[config.mk]
export PLATFORM = sky130hd
export DESIGN_NAME = uart_bus_bridge
export DESIGN_NICKNAME = d
export VERILOG_FILES = /design/src/rtl/uart_bus_bridge.sv
export SDC_FILE = /design/constraint.sdc
export NUM_CORES = 1
export LEC_CHECK = 0
export BUFFER_PORTS_ARGS = -buffer_cell sky130_fd_sc_hd__buf_4
export CORE_MARGIN = 2
export CORE_UTILIZATION = 50
export CTS_BUF_LIST = sky130_fd_sc_hd__clkbuf_8
export DETAILED_ROUTE_END_ITERATION = 10
export GPL_TIMING_DRIVEN = 0
export PLACE_DENSITY = 0.74
export SLEW_MARGIN = 20
export SYNTH_ARGS = -nofsm -noshare
export SYNTH_HDL_FRONTEND = slang
export SYNTH_SLANG_ARGS = --single-unit
export TNS_END_PERCENT = 5
[constraint.sdc]
create_clock -name clk -period 3.3 [get_ports clk]
set_clock_uncertainty 0.2 [all_clocks]
set_input_delay 0.66 -clock clk [delete_from_list [all_inputs] [get_ports clk]]
set_output_delay 0.66 -clock clk [all_outputs]
set_load 0.02 [all_outputs]
[src/rtl/uart_bus_bridge.sv]
// uart_bus_bridge: turns framed bytes from a UART receiver into single
// peripheral bus accesses and returns a response frame to the transmitter.
// Frame: cmd, addr_hi, addr_lo, then for writes 4 data bytes MSB first.
// Handshakes: rxDataAvailable is a one-cycle strobe that is sampled every
// cycle with no back-pressure. A tx byte is taken on the cycle where
// txDataAvailable && !txBusy. A bus access completes on the first
// BUS cycle with peripheralBus_busy low.
module uart_bus_bridge #(
    parameter int BUS_TIMEOUT   = 255,
    parameter int FRAME_TIMEOUT = 16'hFFFF
) (
    input  logic        clk,
    input  logic        rst_n,
    input  logic [7:0]  rxData,
    input  logic        rxDataAvailable,
    output logic [7:0]  txData,
    output logic        txDataAvailable,
    input  logic        txBusy,
    output logic        peripheralEnable,
    output logic        peripheralBus_we,
    output logic        peripheralBus_oe,
    input  logic        peripheralBus_busy,
    output logic [15:0] peripheralBus_address,
    output logic [3:0]  peripheralBus_byteSelect,
    output logic [31:0] peripheralBus_dataWrite,
    input  logic [31:0] peripheralBus_dataRead,
    output logic        bridgeActive,
    output logic        rxOverrun
);

    typedef enum logic [2:0] {
        ST_IDLE   = 3'd0,
        ST_ADDR_H = 3'd1,
        ST_ADDR_L = 3'd2,
        ST_DATA   = 3'd3,
        ST_BUS    = 3'd4,
        ST_RESP   = 3'd5
    } state_e;

    localparam int              BCW        = (BUS_TIMEOUT > 1) ? $clog2(BUS_TIMEOUT) : 1;
    localparam logic [BCW-1:0]  BUS_LAST   = BCW'(BUS_TIMEOUT - 1);
    localparam logic [15:0]     FRAME_LAST = 16'(FRAME_TIMEOUT - 1);
    localparam logic [7:0]      ACK        = 8'h06;
    localparam logic [7:0]      NAK        = 8'h15;

    state_e          state_q, state_d;
    logic [1:0]      rst_sync_q;
    logic            is_write_q, is_write_d;
    logic [3:0]      bs_q, bs_d;
    logic [15:0]     addr_q, addr_d;
    logic [31:0]     wdata_q, wdata_d;
    logic [1:0]      byte_cnt_q, byte_cnt_d;
    logic [15:0]     frame_cnt_q, frame_cnt_d;
    logic [BCW-1:0]  bus_cnt_q, bus_cnt_d;
    logic [31:0]     resp_q, resp_d;
    logic [1:0]      resp_left_q, resp_left_d;
    logic            overrun_q, overrun_d;

    logic            rx_stb;
    logic            cmd_ok;
    logic            tx_accept;
    logic            frame_expired;

    // Strobes are ignored until the released reset has crossed both sync flops.
    assign rx_stb        = rxDataAvailable & rst_sync_q[1];
    assign cmd_ok        = (rxData[3:1] == 3'b000);
    assign tx_accept     = (state_q == ST_RESP) & ~txBusy;
    assign frame_expired = (frame_cnt_q == FRAME_LAST);

    // Reset release synchroniser; assertion stays asynchronous.
    always_ff @(posedge clk or negedge rst_n) begin
        if (!rst_n) rst_sync_q <= 2'b00;
        else        rst_sync_q <= {rst_sync_q[0], 1'b1};
    end

    // State register.
    always_ff @(posedge clk or negedge rst_n) begin
        if (!rst_n) state_q <= ST_IDLE;
        else        state_q <= state_d;
    end

    // Next-state logic.
    always_comb begin
        state_d = state_q;
        case (state_q)
            ST_IDLE: begin
                if (rx_stb) state_d = cmd_ok ? ST_ADDR_H : ST_RESP;
            end
            ST_ADDR_H: begin
                if (rx_stb)             state_d = ST_ADDR_L;
                else if (frame_expired) state_d = ST_IDLE;
            end
            ST_ADDR_L: begin
                if (rx_stb)             state_d = is_write_q ? ST_DATA : ST_BUS;
                else if (frame_expired) state_d = ST_IDLE;
            end
            ST_DATA: begin
                if (rx_stb) begin
                    if (byte_cnt_q == 2'd3) state_d = ST_BUS;
                end else if (frame_expired) begin
                    state_d = ST_IDLE;
                end
            end
            ST_BUS: begin
                if (!peripheralBus_busy || bus_cnt_q == BUS_LAST) state_d = ST_RESP;
            end
            ST_RESP: begin
                if (tx_accept && resp_left_q == 2'd0) state_d = ST_IDLE;
            end
            default: state_d = ST_IDLE;
        endcase
    end

    // Output decode from the current state and held frame registers.
    always_comb begin
        peripheralEnable         = (state_q == ST_BUS);
        peripheralBus_we         = (state_q == ST_BUS) &  is_write_q;
        peripheralBus_oe         = (state_q == ST_BUS) & ~is_write_q;
        peripheralBus_address    = addr_q;
        peripheralBus_byteSelect = bs_q;
        peripheralBus_dataWrite  = wdata_q;
        txDataAvailable          = (state_q == ST_RESP);
        txData                   = (state_q == ST_RESP) ? resp_q[31:24] : 8'h00;
        bridgeActive             = (state_q != ST_IDLE);
        rxOverrun                = overrun_q;
    end

    // Datapath next values: frame capture, timeouts, response shifting.
    always_comb begin
        is_write_d  = is_write_q;
        bs_d        = bs_q;
        addr_d      = addr_q;
        wdata_d     = wdata_q;
        byte_cnt_d  = byte_cnt_q;
        frame_cnt_d = 16'd0;
        bus_cnt_d   = '0;
        resp_d      = resp_q;
        resp_left_d = resp_left_q;
        overrun_d   = overrun_q;
        case (state_q)
            ST_IDLE: begin
                if (rx_stb) begin
                    if (cmd_ok) begin
                        is_write_d = rxData[0];
                        bs_d       = rxData[7:4];
                        wdata_d    = 32'd0;
                    end else begin
                        resp_d      = {NAK, 24'd0};
                        resp_left_d = 2'd0;
                    end
                end
            end
            ST_ADDR_H: begin
                frame_cnt_d = rx_stb ? 16'd0 : frame_cnt_q + 16'd1;
                if (rx_stb) addr_d[15:8] = rxData;
            end
            ST_ADDR_L: begin
                frame_cnt_d = rx_stb ? 16'd0 : frame_cnt_q + 16'd1;
                if (rx_stb) begin
                    addr_d[7:0] = rxData;
                    byte_cnt_d  = 2'd0;
                end
            end
            ST_DATA: begin
                frame_cnt_d = rx_stb ? 16'd0 : frame_cnt_q + 16'd1;
                if (rx_stb) begin
                    wdata_d    = {wdata_q[23:0], rxData};
                    byte_cnt_d = byte_cnt_q + 2'd1;
                end
            end
            ST_BUS: begin
                overrun_d = overrun_q | rx_stb;
                if (!peripheralBus_busy) begin
                    if (is_write_q) begin
                        resp_d      = {ACK, 24'd0};
                        resp_left_d = 2'd0;
                    end else begin
                        resp_d      = peripheralBus_dataRead;
                        resp_left_d = 2'd3;
                    end
                end else if (bus_cnt_q == BUS_LAST) begin
                    resp_d      = {NAK, 24'd0};
                    resp_left_d = 2'd0;
                end else begin
                    bus_cnt_d = bus_cnt_q + BCW'(1);
                end
            end
            ST_RESP: begin
                overrun_d = overrun_q | rx_stb;
                if (tx_accept) begin
                    resp_d = {resp_q[23:0], 8'h00};
                    if (resp_left_q != 2'd0) resp_left_d = resp_left_q - 2'd1;
                end
            end
            default: ;
        endcase
    end

    // Datapath registers.
    always_ff @(posedge clk or negedge rst_n) begin
        if (!rst_n) begin
            is_write_q  <= 1'b0;
            bs_q        <= 4'd0;
            addr_q      <= 16'd0;
            wdata_q     <= 32'd0;
            byte_cnt_q  <= 2'd0;
            frame_cnt_q <= 16'd0;
            bus_cnt_q   <= '0;
            resp_q      <= 32'd0;
            resp_left_q <= 2'd0;
            overrun_q   <= 1'b0;
        end else begin
            is_write_q  <= is_write_d;
            bs_q        <= bs_d;
            addr_q      <= addr_d;
            wdata_q     <= wdata_d;
            byte_cnt_q  <= byte_cnt_d;
            frame_cnt_q <= frame_cnt_d;
            bus_cnt_q   <= bus_cnt_d;
            resp_q      <= resp_d;
            resp_left_q <= resp_left_d;
            overrun_q   <= overrun_d;
        end
    end

endmodule

# ---- Word-level counts from Yosys, hierarchy flattened
# Index checks and enable logic that the tools add are counted.
dict set report op_classes {
  bitwise_logic 7
  n_eq_ne 19
  reduce_logical 21
  addsub 4
  muxes 39
}
# op n
set op_table {}
lappend op_table {{32-bit 2-to-1 mux} 9}
lappend op_table {{32-bit one-hot mux with 3 select lines} 1}
lappend op_table {{32-bit one-hot mux with 2 select lines} 1}
lappend op_table {{16-bit 2-to-1 mux} 2}
lappend op_table {{8-bit 2-to-1 mux} 4}
lappend op_table {{3-bit 2-to-1 mux} 10}
lappend op_table {{2-bit 2-to-1 mux} 9}
lappend op_table {{3-bit one-hot mux with 6 select lines} 1}
lappend op_table {{16-bit by 1-bit adder with 16-bit output, second input constant} 1}
lappend op_table {{16-bit equality test, second input constant} 1}
lappend op_table {{2-bit != test, second input constant} 5}
lappend op_table {{8-bit by 1-bit adder with 8-bit output, second input constant} 1}
lappend op_table {{8-bit equality test, second input constant} 1}
lappend op_table {{2-bit by 1-bit != test with 1-bit output, second input constant} 4}
lappend op_table {{4-bit AND reduction} 2}
lappend op_table {{3-bit by 2-bit equality test with 1-bit output, second input constant} 2}
lappend op_table {{3-bit equality test, second input constant} 2}
lappend op_table {{3-bit zero test} 2}
lappend op_table {{2-bit one-hot mux with 3 select lines} 1}
lappend op_table {{3-bit AND reduction} 2}
lappend op_table {{6-bit AND reduction} 1}
lappend op_table {{2-bit nonzero test} 3}
lappend op_table {{3-bit nonzero test} 2}
lappend op_table {{5-bit AND reduction} 1}
lappend op_table {{17 further kinds} 22}
dict set report totals {
  register_bits 119
  wordCells 103
  out_inout_bits 66
}

# ---- Longest topological paths before layout
# Gate-level depths: netlist of the first run.
dict set report depth {
  ltp_word 5
  ltp_mapped 8
  depth_no_buf 6
}

# ---- Worst setup path before layout of the first run
# OpenSTA, ideal clock, no wires.
dict set report synth_path {
  path_type {reg-to-output}
  startpoint {reg state_q[0]}
  endpoint {out txData[0]}
  setup_slack_ps 902
  arrival_ps 1538
  path_stages_with_launch 6
  required_time_ps 2440
  cell_sequence {dfrtp_1 > clkbuf_1 > nand2_1 > inv_1 > clkbuf_1 > and2_1}
}
dict set report synth_via {
  elab_chain_cells 2
}
# item line
set synth_rtl {}
lappend synth_rtl {{from (decl)} 46} ;# state_e state_q, state_d;
lappend synth_rtl {{from (signal assigned)} 79} ;# else state_q <= state_d;
lappend synth_rtl {{3-bit equality test} -}
lappend synth_rtl {{via txDataAvailable} 17} ;# output logic txDataAvailable,
lappend synth_rtl {{8-bit 2-to-1 mux} 123} ;# txData = (state_q == ST_RESP) ? resp_q[31:24] : 8'h00;
lappend synth_rtl {{to (decl)} 16} ;# output logic [7:0] txData,
# The timed path passes the listed nets, and every way through them passes these cells.

# ---- Worst setup path in the final report of the first run
dict set report layout_path {
  startpoint {reg state_q[2]}
  endpoint {out txData[0]}
}
dict set report layout_via {
  elab_chain_cells 2
}
# item line
set layout_rtl {}
lappend layout_rtl {{3-bit equality test} 123}
lappend layout_rtl {{8-bit 2-to-1 mux} 123}
# Every way passes these cells.

==> impl_table.tex, run 1 <==
\begin{tabular}{lr}
\hline
Metric & Value \\
\hline
\multicolumn{2}{l}{\textbf{Synthesis}} \\
\quad Post-Synthesis Cell Area & approximately 0.0051 mm² \\
\quad Count of cell types in the netlist & 46 \\
\quad Dominant register cell in the synthesized netlist & sky130\_fd\_sc\_hd\_\_dfrtp\_1 \\
\quad Flops \& latches, synth & approximately 120 \\
\quad Cells taking the most area after synthesis & sky130\_fd\_sc\_hd\_\_dfrtp\_1, sky130\_fd\_sc\_hd\_\_a22o\_1, sky130\_fd\_sc\_hd\_\_mux2\_2 \\
\quad Total of warnings raised by yosys & 0 \\
\quad Async set or reset register ratio after synthesis & 100\% \\
\quad Most instantiated cells after synthesis & sky130\_fd\_sc\_hd\_\_dfrtp\_1, sky130\_fd\_sc\_hd\_\_a22o\_1, sky130\_fd\_sc\_hd\_\_mux2\_2 \\
\quad Top-count cell post-synth & sky130\_fd\_sc\_hd\_\_dfrtp\_1 \\
\quad Cell count after synthesis & $\sim$430 \\
\quad Area share of the leading cell type in the synthesized netlist & between 50\% and 60\% \\
\quad Library cell occupying the most area in the post-synthesis netlist & sky130\_fd\_sc\_hd\_\_dfrtp\_1 \\
\quad Post-synth EDFFs & 0 \\
\quad Post-synthesis sequential area ratio & 58.0\% \\
\quad Post-Syn Nets & 480 \\
\quad Avg Inst Size Synth & around 12 µm² \\
\multicolumn{2}{l}{\textbf{Worst setup path}} \\
\quad Critical Path Sink Type & output port \\
\quad Critical Path Source Type & flip-flop \\
\quad Crit-path cells & nor2b\_1 > nand2\_1 > inv\_1 > and2\_1 > buf\_4 \\
\quad Arrival @ worst endpoint & $\sim$2.3 ns \\
\quad Crit Reg-Reg Endpoint & resp\_q[10] \\
\quad Reg2Reg Setup Slack & 0.77 ns \\
\quad Maximum fanout along the worst path & 15 \\
\quad Critical R2R Launch & state\_q[0] \\
\quad CP max-delay cell & sky130\_fd\_sc\_hd\_\_dfrtp\_1 \\
\quad Crit Path Class & flip-flop to output port \\
\quad Path depth of the worst reg2reg path & 6 \\
\quad Data required time at the worst endpoint & about 2.4 ns \\
\quad Top cell family by delay on the critical path & simple AND/OR/NAND/NOR gates \\
\quad Crit path largest cell delay & 0.48 ns \\
\quad Critical path buffer and inverter count & 2 \\
\multicolumn{2}{l}{\textbf{Pwr}} \\
\quad Power spent charging and discharging nets & around 2000 µW \\
\quad Total internal power & between 3000 and 4000 µW \\
\quad Worst-case vdd ir drop & around 480 µV \\
\quad Total power & between 5000 and 6000 µW \\
\quad Clock Power Share & between 20\% and 30\% \\
\quad Net switching share of the total power & a little over a third \\
\quad Part of the power in registers & a little under 40\% \\
\quad Power density over the cells & $\sim$860 mW/mm² \\
\quad Lkg Pwr & between 0.003 and 0.004 µW \\
\quad Logic pwr share & between 30\% and 40\% \\
\multicolumn{2}{l}{\textbf{Hold path}} \\
\quad Endpoint of the worst hold path & rst\_sync\_q[1] \\
\quad Instance count along the most critical hold path & 0 \\
\quad Class of the tightest hold or removal check & flip-flop to flip-flop \\
\quad Start point of the worst min-delay path & rst\_sync\_q[0] \\
\multicolumn{2}{l}{\textbf{GRT}} \\
\quad Global-route congestion overflow total & 0 \\
\quad Number of antenna violations at the first check in global routing & 0 \\
\quad Global routing usage summed across all routing layers & 23.0\% \\
\quad Largest net degree at the start of global routing & 66 \\
\quad First-pass GRT wire length & between 20,000 and 25,000 µm \\
\quad Vias in the first global route & between 3,000 and 4,000 \\
\multicolumn{2}{l}{\textbf{Cells and area}} \\
\quad Ant diodes & 0 \\
\quad Layout cell share with drive strength beyond 1 & a little under a third \\
\quad Net count, final & between 600 and 700 \\
\quad Post-Route Utilization & 66.6\% \\
\quad Layout Area Growth over Synthesis & 28.0\% \\
\quad Fill cell total of the finished layout & between 700 and 800 \\
\multicolumn{2}{l}{\textbf{Drt}} \\
\quad Vias after detailed routing & 3,951 \\
\quad WL final & about 12,000 µm \\
\quad Iteration-0 DRC count of the detailed router & between 150 and 200 \\
\quad Mean number of vias per cell & approximately 5.6 \\
\quad 1st-pass router iterations & 5 \\
\quad Number of routed nets with antenna violations & 0 \\
\quad Post-detailed-route wirelength per cell & 17.1 µm \\
\quad Residual DRC & 0 \\
\multicolumn{2}{l}{\textbf{Timing}} \\
\quad Max transition margin & about a third \\
\quad Post-layout minimum cycle time & roughly 3.1 ns \\
\quad Final period util & 94.1\% \\
\quad Max Fclk & 322 MHz \\
\quad Hold Vio Cnt, Final & 0 \\
\quad Final TNS setup & 0 ns \\
\quad Total setup violations reported at the end of the flow & 0 \\
\quad Unrepaired setup endpoints after global routing & false \\
\quad Worst slew pin tran & $\sim$0.98 ns \\
\quad Max Slew Vio Count & 0 \\
\multicolumn{2}{l}{\textbf{Floorplanning}} \\
\quad Placement row count & 36 \\
\quad Number of top-level pins & approximately 110 \\
\quad Floorplan Core Area & between 0.009 and 0.01 mm² \\
\quad Die height & $\sim$110 µm \\
\quad Die Span X & around 110 µm \\
\quad Area enclosed by the die boundary & about 0.011 mm² \\
\quad Initial Util & 52.1\% \\
\multicolumn{2}{l}{\textbf{Clock network}} \\
\quad Clock transition at the registers of the reported paths & roughly 0.070 ns \\
\quad Clk root buf & sky130\_fd\_sc\_hd\_\_clkbuf\_8 \\
\quad Clock tree from TritonCTS & yes \\
\quad Clock latency of the later-clocked register in the worst-skew pair & between 0.4 and 0.5 ns \\
\quad Number of buffers created by CTS & 17 \\
\quad Number of clock sinks seen by CTS & 119 \\
\quad Maximum level of the CTS H-tree & 4 \\
\quad Clock buffer depth & 2 \\
\quad Setup Fix Bufs, Post-CTS & 0 \\
\quad CTS-repair resized insts & 0 \\
\multicolumn{2}{l}{\textbf{Place}} \\
\quad Total of buffers placed on input and output ports & 110 \\
\quad HPWL Detailed & 8490 µm \\
\quad RD Place Congestion & about 0.82 \\
\multicolumn{2}{l}{\textbf{Status}} \\
\quad Result of the run & completed \\
\multicolumn{2}{l}{\textbf{Flow run}} \\
\quad MaxCap Viol Count & 0 \\
\hline
\end{tabular}
[area by class of cell]
| cell class | instances | area [µm²] | share of cell area (%) |
|---|---|---|---|
| Inverter | 13 | 48.8 | 0.742 |
| Multi-Input combinational cell | 274 | 2000 | 30.4 |
| Clock buffer | 20 | 275 | 4.19 |
| Sequential cell | 119 | 2980 | 45.3 |
| Clock inverter | 12 | 134 | 2.04 |
| Tap cell | 133 | 166 | 2.53 |
| Timing Repair Buffer | 112 | 867 | 13.2 |
| Buffer | 22 | 109 | 1.66 |
[through the flow]
stage               worst slack (ns)  cells  area [µm²]  hold slack, ns
floorplan                      0.902    429        5130           0.131
global placement               0.554    672        6130           0.133
detailed placement             0.525    673        6160           0.136
CTS                           0.0164    706        6580           0.150
global route                  0.0948    705        6570           0.164
finish                         0.195    705        6570           0.151
[what timing repair did]
item | 4_1_cts | 5_1_grt
hold endpoints to repair | 50 | 0
setup endpoints to repair | 0 | 8
hold buffers | 1 | 0
[routing by layer]
metal	vias up	wire length (µm)	global-route usage, %
met2	121	5810	35.0
met3	20	592	4.76
met5	-	0	0
li1	1844	-	-
met1	1966	5440	32.1
met4	0	233	9.43
[registers in the layout, indices dropped and copies added (netlist names)]
name                      count
bus_cnt_q                     8
byte_cnt_q                    2
frame_cnt_q                  16
is_write_q                    1
peripheralBus_address        16
peripheralBus_byteSelect      4
peripheralBus_dataWrite      32
resp_left_q                   2
resp_q                       32
rst_sync_q                    2
rxOverrun                     1
state_q                       3
[cells by family (layout without fill, tap and decap cells)]
group                    after synthesis  in the layout  share of synthesized area (%)
buffers and inverters                 36            179                           3.14
multiplexers                          28             28                           6.14
AND/OR/NAND/NOR                      122            122                           12.6
XOR/XNOR                              14             14                           2.39
flip-flops                           119            119                           58.0
AO/OA/AOI/OAI                        103            103                           16.2
adder cells (fa/ha/maj)                6              6                           1.46
other                                  1              1                         0.0730
[cell usage in the layout, fill, tap and decap left out, drive strengths merged, types with 16 or more instances in the layout]
| master | instances |
|---|---|
| a22o | 40 |
| dfrtp | 119 |
| nor2 | 26 |
| clkbuf | 36 |
| inv | 16 |
| and2 | 27 |
| nand2 | 21 |
| mux2 | 28 |
| buf | 117 |
| a221o | 18 |
[power by group through the flow]
stage	combinational, µW	sequential, µW	clock (µW)
floorplan	1040	2420	0
global placement	2020	2220	0
detailed placement	2080	2230	0
CTS	2090	2210	1380
global route	2230	2280	1450
finish	2070	2220	1360
[how the worst max path moves through the flow]
stage,from,end,cells past startpoint,slack [ns]
detailed placement,state_q[2],txData[4],6,0.52
finish,state_q[2],txData[0],5,0.19
global placement,state_q[2],txData[0],6,0.55
floorplan,state_q[0],txData[0],5,0.90
global route,state_q[2],txData[4],5,0.09
CTS,state_q[2],txData[4],6,0.02
(Power assumes the default switching activity.)
==> run 2: changes to the inputs <==
--- a/config.mk
+++ b/config.mk
@@ -6,7 +6,7 @@
 export NUM_CORES = 1
 export LEC_CHECK = 0
 export BUFFER_PORTS_ARGS = -buffer_cell sky130_fd_sc_hd__buf_4
-export CORE_MARGIN = 2
+export CORE_MARGIN = 8
 export CORE_UTILIZATION = 50
 export CTS_BUF_LIST = sky130_fd_sc_hd__clkbuf_8
 export DETAILED_ROUTE_END_ITERATION = 10
==> impl_table.tex, run 2 (synthesis results as in run 1) <==
\begin{tabular}{lr}
\hline
Metric & Value \\
\hline
\multicolumn{2}{l}{\textbf{Status}} \\
\quad Result of the run & completed \\
\multicolumn{2}{l}{\textbf{Worst setup path}} \\
\quad Arrival @ worst endpoint & approximately 2.2 ns \\
\quad Maximum fanout along the worst path & 15 \\
\quad Crit Path Class & flip-flop to output port \\
\quad Reg2Reg Setup Slack & 0.82 ns \\
\quad Critical Path Source Type & flip-flop \\
\quad Path depth of the worst reg2reg path & 6 \\
\quad Data required time at the worst endpoint & 2.44 ns \\
\quad Critical Path Sink Type & output port \\
\multicolumn{2}{l}{\textbf{Clock network}} \\
\quad CTS-repair resized insts & 0 \\
\quad Number of clock sinks seen by CTS & 119 \\
\quad Clk root buf & sky130\_fd\_sc\_hd\_\_clkbuf\_8 \\
\quad Number of buffers created by CTS & 17 \\
\quad Clock transition at the registers of the reported paths & $\sim$0.060 ns \\
\quad Clock buffer depth & 2 \\
\quad Clock tree from TritonCTS & yes \\
\quad Clock latency of the later-clocked register in the worst-skew pair & approximately 0.42 ns \\
\quad Maximum level of the CTS H-tree & 4 \\
\multicolumn{2}{l}{\textbf{Cells and area}} \\
\quad Post-Route Utilization & between 60\% and 70\% \\
\quad Area occupied by registers & roughly 0.003 mm² \\
\quad Fill cell total of the finished layout & roughly 830 \\
\quad Layout cell share with drive strength beyond 1 & 30.6\% \\
\quad Top library cells by usage in the layout, fill and taps aside & sky130\_fd\_sc\_hd\_\_dfrtp\_1, sky130\_fd\_sc\_hd\_\_buf\_4, sky130\_fd\_sc\_hd\_\_a22o\_1 \\
\quad Most common library cell in the layout ignoring fill and taps & sky130\_fd\_sc\_hd\_\_dfrtp\_1 \\
\quad Total area of multi-input combinational cells & 0.00200 mm² \\
\quad Layout Area Growth over Synthesis & 26.4\% \\
\quad Net count, final & about 600 \\
\quad Ant diodes & 0 \\
\multicolumn{2}{l}{\textbf{Floorplanning}} \\
\quad Die Span X & between 100 and 150 µm \\
\quad Placement row count & 37 \\
\quad Area enclosed by the die boundary & 0.0138 mm² \\
\quad Die height & about 120 µm \\
\quad Initial Util & between 50\% and 60\% \\
\quad Floorplan Core Area & about 0.010 mm² \\
\quad Number of top-level pins & approximately 110 \\
\multicolumn{2}{l}{\textbf{Timing}} \\
\quad Final Hold Slack & between 0.15 and 0.2 ns \\
\quad Hold Vio Cnt, Final & 0 \\
\quad Max Fclk & approximately 330 MHz \\
\quad Post-layout minimum cycle time & between 3 and 4 ns \\
\quad Worst slew pin tran & between 0.9 and 1 ns \\
\quad Final period util & 92.2\% \\
\quad Final TNS setup & 0 ns \\
\quad Max transition margin & 34.8\% \\
\quad Total setup violations reported at the end of the flow & 0 \\
\quad Unrepaired setup endpoints after global routing & false \\
\quad Crit path setup slack, layout & about 0.26 ns \\
\quad Max Slew Vio Count & 0 \\
\multicolumn{2}{l}{\textbf{Drt}} \\
\quad Iteration-0 DRC count of the detailed router & $\sim$300 \\
\quad Mean number of vias per cell & around 5.5 \\
\quad Residual DRC & 0 \\
\quad 1st-pass router iterations & 5 \\
\quad Post-detailed-route wirelength per cell & about 17 µm \\
\quad Vias after detailed routing & a little under 4,000 \\
\quad Number of routed nets with antenna violations & 0 \\
\quad WL final & approximately 12,000 µm \\
\multicolumn{2}{l}{\textbf{Place}} \\
\quad Setup WS pre-CTS & between 0.5 and 0.6 ns \\
\quad HPWL Detailed & between 9000 and 10,000 µm \\
\quad RD Place Congestion & 0.800 \\
\quad Total of buffers placed on input and output ports & 110 \\
\multicolumn{2}{l}{\textbf{Pwr}} \\
\quad Total power & around 5400 µW \\
\quad Lkg Pwr & between 0.003 and 0.004 µW \\
\quad Power density over the cells & between 800 and 900 mW/mm² \\
\quad Worst-case vdd ir drop & 489 µV \\
\multicolumn{2}{l}{\textbf{Hold path}} \\
\quad Instance count along the most critical hold path & 0 \\
\quad Class of the tightest hold or removal check & flip-flop to flip-flop \\
\multicolumn{2}{l}{\textbf{GRT}} \\
\quad Global-route congestion overflow total & 0 \\
\quad Number of antenna violations at the first check in global routing & 0 \\
\quad First-pass GRT wire length & 20,600 µm \\
\quad Global routing usage summed across all routing layers & between 10\% and 20\% \\
\quad Vias in the first global route & between 3,000 and 4,000 \\
\quad Largest net degree at the start of global routing & just under 70 \\
\multicolumn{2}{l}{\textbf{Flow run}} \\
\quad MaxCap Viol Count & 0 \\
\hline
\end{tabular}
[run 2: per-stage QoR]
step / instance area, µm² / cells
after floorplan: 5130 / 429
after global placement: 6130 / 675
after detailed placement: 6160 / 676
after CTS: 6490 / 705
after global routing: 6490 / 704
final: 6490 / 704
[run 2: report_power, final]
part	leakage, µW	internal (µW)	switching (µW)	total, µW
Clock	0.000179	569	512	1080
Sequential	0.00158	1900	317	2220
Combinational	0.00136	951	1110	2060
[run 2: cell type report]
| class | count | share of cell area (%) |
|---|---|---|
| clock inverter | 7 | 0.520 |
| tap | 136 | 2.62 |
| clock buffer | 21 | 4.45 |
| inverter | 13 | 0.752 |
| multi-input combinational | 274 | 30.7 |
| buffer | 22 | 1.68 |
| sequential | 119 | 45.9 |
| timing repair buffer | 112 | 13.4 |
[run 2: worst paths after layout]
| check | startpoint | endpoint |
|---|---|---|
| setup / recovery | state_q[2] | txData[0] |
| hold / removal | rst_sync_q[0] | rst_sync_q[1] |
| setup reg to reg | state_q[0] | resp_q[12] |
| hold reg to reg | rst_sync_q[0] | rst_sync_q[1] |
| max in group asynchronous | rst_n | peripheralBus_dataWrite[22] |
| min in group asynchronous | rst_n | resp_q[3] |
[run 2: worst max-delay path, cell delays in order, from the launching register on]
cell,delay (ns)
sky130_fd_sc_hd__dfrtp_1,0.46
sky130_fd_sc_hd__nor2b_1,0.38
sky130_fd_sc_hd__nand2_1,0.19
sky130_fd_sc_hd__inv_1,0.37
sky130_fd_sc_hd__and2_1,0.22
sky130_fd_sc_hd__buf_4,0.15
[run 2: layer usage]
| metal | wire length, µm | share of wire [%] | track usage (%) | vias up |
|---|---|---|---|---|
| met3 | 518 | 4.3 | 4.12 | 19 |
| met2 | 6240 | 52 | 30.5 | 90 |
| met4 | 206 | 1.7 | 6.57 | 0 |
| met5 | 0 | 0 | 0 | - |
| met1 | 5150 | 42 | 22.7 | 1960 |
| li1 | - | - | - | 1837 |
[run 2: what timing repair did]
| item | in CTS | in global routing |
|---|---|---|
| endpoints found under the hold margin | 32 | 0 |
| hold buffers | 1 | 0 |
| setup buffers | 0 | 0 |
| setup endpoints to repair | 0 | 8 |
==> run 3: changes to the inputs <==
--- a/config.mk
+++ b/config.mk
@@ -11,7 +11,8 @@
 export CTS_BUF_LIST = sky130_fd_sc_hd__clkbuf_8
 export DETAILED_ROUTE_END_ITERATION = 10
 export GPL_TIMING_DRIVEN = 0
-export PLACE_DENSITY = 0.74
+export PLACE_DENSITY = 0.85
+export SKIP_LAST_GASP = 1
 export SLEW_MARGIN = 20
 export SYNTH_ARGS = -nofsm -noshare
 export SYNTH_HDL_FRONTEND = slang
==> impl_table.tex, run 3 (synthesis results as in run 1) <==
\begin{tabular}{lr}
\hline
Metric & Value \\
\hline
\multicolumn{2}{l}{\textbf{Worst setup path}} \\
\quad Reg2Reg Setup Slack & a little under 0.8 ns \\
\quad Maximum fanout along the worst path & 15 \\
\quad Arrival @ worst endpoint & $\sim$2.2 ns \\
\quad Path depth of the worst reg2reg path & 6 \\
\quad Critical R2R Launch & state\_q[0] \\
\quad Crit Path Class & flip-flop to output port \\
\quad Data required time at the worst endpoint & between 2 and 2.5 ns \\
\quad Crit path capture & txData[0] \\
\quad Critical Path Source Type & flip-flop \\
\quad Critical Path Sink Type & output port \\
\quad Crit Reg-Reg Endpoint & resp\_q[12] \\
\quad CP max-delay cell & sky130\_fd\_sc\_hd\_\_dfrtp\_1 \\
\quad Crit-path cells & nor2b\_1 > nand2\_1 > inv\_1 > and2\_1 > buf\_4 \\
\quad Crit path largest cell delay & 0.45 ns \\
\quad CP startpoint & state\_q[2] \\
\multicolumn{2}{l}{\textbf{Pwr}} \\
\quad Total internal power & roughly 3600 µW \\
\quad Part of the power in registers & roughly 40\% \\
\quad Power spent charging and discharging nets & roughly 2000 µW \\
\quad Total power & 5640 µW \\
\quad Worst-case vdd ir drop & roughly 340 µV \\
\quad Logic pwr share & approximately 37\% \\
\quad Lkg Pwr & $\sim$0.0032 µW \\
\quad Power density over the cells & roughly 860 mW/mm² \\
\quad Net switching share of the total power & 36.0\% \\
\quad Clock Power Share & a little under a quarter \\
\multicolumn{2}{l}{\textbf{Floorplanning}} \\
\quad Area enclosed by the die boundary & 0.0138 mm² \\
\quad Die height & approximately 120 µm \\
\quad Floorplan Core Area & around 0.010 mm² \\
\quad Initial Util & between 50\% and 60\% \\
\quad Number of top-level pins & between 100 and 150 \\
\quad Die Span X & approximately 120 µm \\
\quad Placement row count & 37 \\
\multicolumn{2}{l}{\textbf{Cells and area}} \\
\quad Area occupied by registers & roughly 0.003 mm² \\
\quad Final non-filler cell total & a little over 700 \\
\quad Layout Area Growth over Synthesis & 28.1\% \\
\quad Post-Route Utilization & 64.9\% \\
\quad Most common library cell in the layout ignoring fill and taps & sky130\_fd\_sc\_hd\_\_dfrtp\_1 \\
\quad Top library cells by usage in the layout, fill and taps aside & sky130\_fd\_sc\_hd\_\_dfrtp\_1, sky130\_fd\_sc\_hd\_\_buf\_4, sky130\_fd\_sc\_hd\_\_a22o\_1 \\
\quad Total area of multi-input combinational cells & between 0.0015 and 0.002 mm² \\
\quad Ant diodes & 0 \\
\quad Layout cell share with drive strength beyond 1 & approximately 31\% \\
\quad Net count, final & a little over 600 \\
\quad Fill cell total of the finished layout & roughly 740 \\
\multicolumn{2}{l}{\textbf{Drt}} \\
\quad Vias after detailed routing & slightly below 4,000 \\
\quad Post-detailed-route wirelength per cell & roughly 18 µm \\
\quad Iteration-0 DRC count of the detailed router & around 240 \\
\quad Mean number of vias per cell & around 5.6 \\
\quad 1st-pass router iterations & 5 \\
\quad Residual DRC & 0 \\
\quad WL final & 12,500 µm \\
\quad Number of routed nets with antenna violations & 0 \\
\multicolumn{2}{l}{\textbf{Timing}} \\
\quad Final TNS setup & 0 ns \\
\quad Max transition margin & between 30\% and 40\% \\
\quad Post-layout minimum cycle time & approximately 3 ns \\
\quad Worst slew pin tran & about 0.99 ns \\
\quad Total setup violations reported at the end of the flow & 0 \\
\quad Max Slew Vio Count & 0 \\
\quad Final Hold Slack & roughly 0.15 ns \\
\quad Hold Vio Cnt, Final & 0 \\
\quad Final period util & 91.2\% \\
\quad Unrepaired setup endpoints after global routing & false \\
\quad Max Fclk & about 330 MHz \\
\multicolumn{2}{l}{\textbf{Hold path}} \\
\quad Class of the tightest hold or removal check & flip-flop to flip-flop \\
\multicolumn{2}{l}{\textbf{GRT}} \\
\quad First-pass GRT wire length & roughly 21,000 µm \\
\quad Vias in the first global route & about 4,000 \\
\quad Number of antenna violations at the first check in global routing & 0 \\
\quad Largest net degree at the start of global routing & 83 \\
\quad Global routing usage summed across all routing layers & between 10\% and 20\% \\
\quad Global-route congestion overflow total & 0 \\
\multicolumn{2}{l}{\textbf{Clock network}} \\
\quad Number of clock sinks seen by CTS & around 120 \\
\quad Clock transition at the registers of the reported paths & about 0.070 ns \\
\quad Clock latency of the later-clocked register in the worst-skew pair & 0.43 ns \\
\quad Clk root buf & sky130\_fd\_sc\_hd\_\_clkbuf\_8 \\
\quad Maximum level of the CTS H-tree & 4 \\
\quad Clock buffer depth & 2 \\
\quad Clock tree from TritonCTS & yes \\
\quad CTS-repair resized insts & 0 \\
\quad Number of buffers created by CTS & 17 \\
\multicolumn{2}{l}{\textbf{Place}} \\
\quad Placed Instances & 676 \\
\quad RD Place Congestion & $\sim$0.84 \\
\quad Total of buffers placed on input and output ports & 110 \\
\quad HPWL Detailed & 9250 µm \\
\multicolumn{2}{l}{\textbf{Flow run}} \\
\quad MaxCap Viol Count & 0 \\
\multicolumn{2}{l}{\textbf{Status}} \\
\quad Result of the run & completed \\
\hline
\end{tabular}
-- run 3: changes by cell type in the layout (fill, tap and decap cells not counted) --
cell	delta
sky130_fd_sc_hd__bufinv_16	+3
sky130_fd_sc_hd__clkbuf_8	-3
sky130_fd_sc_hd__clkinv_2	+1
sky130_fd_sc_hd__clkinv_4	+4
sky130_fd_sc_hd__inv_1	-1
-- run 3: final cells by class --
class,instances,share of cell area [%]
Clock inverter,14,2.44
Buffer,22,1.66
Sequential cell,119,45.3
Inverter,13,0.742
Clock buffer,18,3.77
Timing Repair Buffer,112,13.2
Multi-Input combinational cell,274,30.3
Tap cell,136,2.59
-- run 3: routing by layer --
| layer | routed length, µm | track usage, % |
|---|---|---|
| met3 | 625 | 5.18 |
| met1 | 4880 | 20.8 |
| met5 | 0 | 0 |
| met4 | 274 | 7.38 |
| met2 | 6710 | 32.1 |
-- run 3: what timing repair did --
action                                 CTS  global route
endpoints found under the hold margin   37             0
setup endpoints to repair                0             8
hold buffers                             1             0
setup buffers                            0             0
-- run 3: worst min path at each step --
stage | from | endpoint | slack (ns) | depth (start not counted)
after floorplan | rst_sync_q[0] | rst_sync_q[1] | 0.13 | 0
after global placement | rst_sync_q[0] | rst_sync_q[1] | 0.13 | 0
after detailed placement | rst_sync_q[0] | rst_sync_q[1] | 0.14 | 0
after CTS | rst_sync_q[0] | rst_sync_q[1] | 0.15 | 0
after global routing | rst_sync_q[0] | rst_sync_q[1] | 0.17 | 0
final | rst_sync_q[0] | rst_sync_q[1] | 0.15 | 0
-- run 3: power by group through the flow --
| stage | combinational (µW) | clock [µW] | sequential (µW) |
|---|---|---|---|
| after global placement | 2020 | 0 | 2220 |
| after floorplan | 1040 | 0 | 2420 |
| after detailed placement | 2090 | 0 | 2240 |
| after global routing | 2220 | 1440 | 2280 |
| after CTS | 2100 | 1360 | 2220 |
| final | 2080 | 1330 | 2230 |
-- run 3: per-stage QoR --
step | setup slack, ns | cell area, µm²
6_report | 0.291 | 6580
5_1_grt | 0.115 | 6580
2_1_floorplan | 0.902 | 5130
3_5_place_dp | 0.544 | 6160
4_1_cts | 0.100 | 6580
3_3_place_gp | 0.569 | 6130
-- run 3: worst max-delay path, delay by kind of cell, from the launching register on --
family | cells | cell delay, ns
simple gates | 3 | 0.73
buf+inv | 2 | 0.53
flops | 1 | 0.45
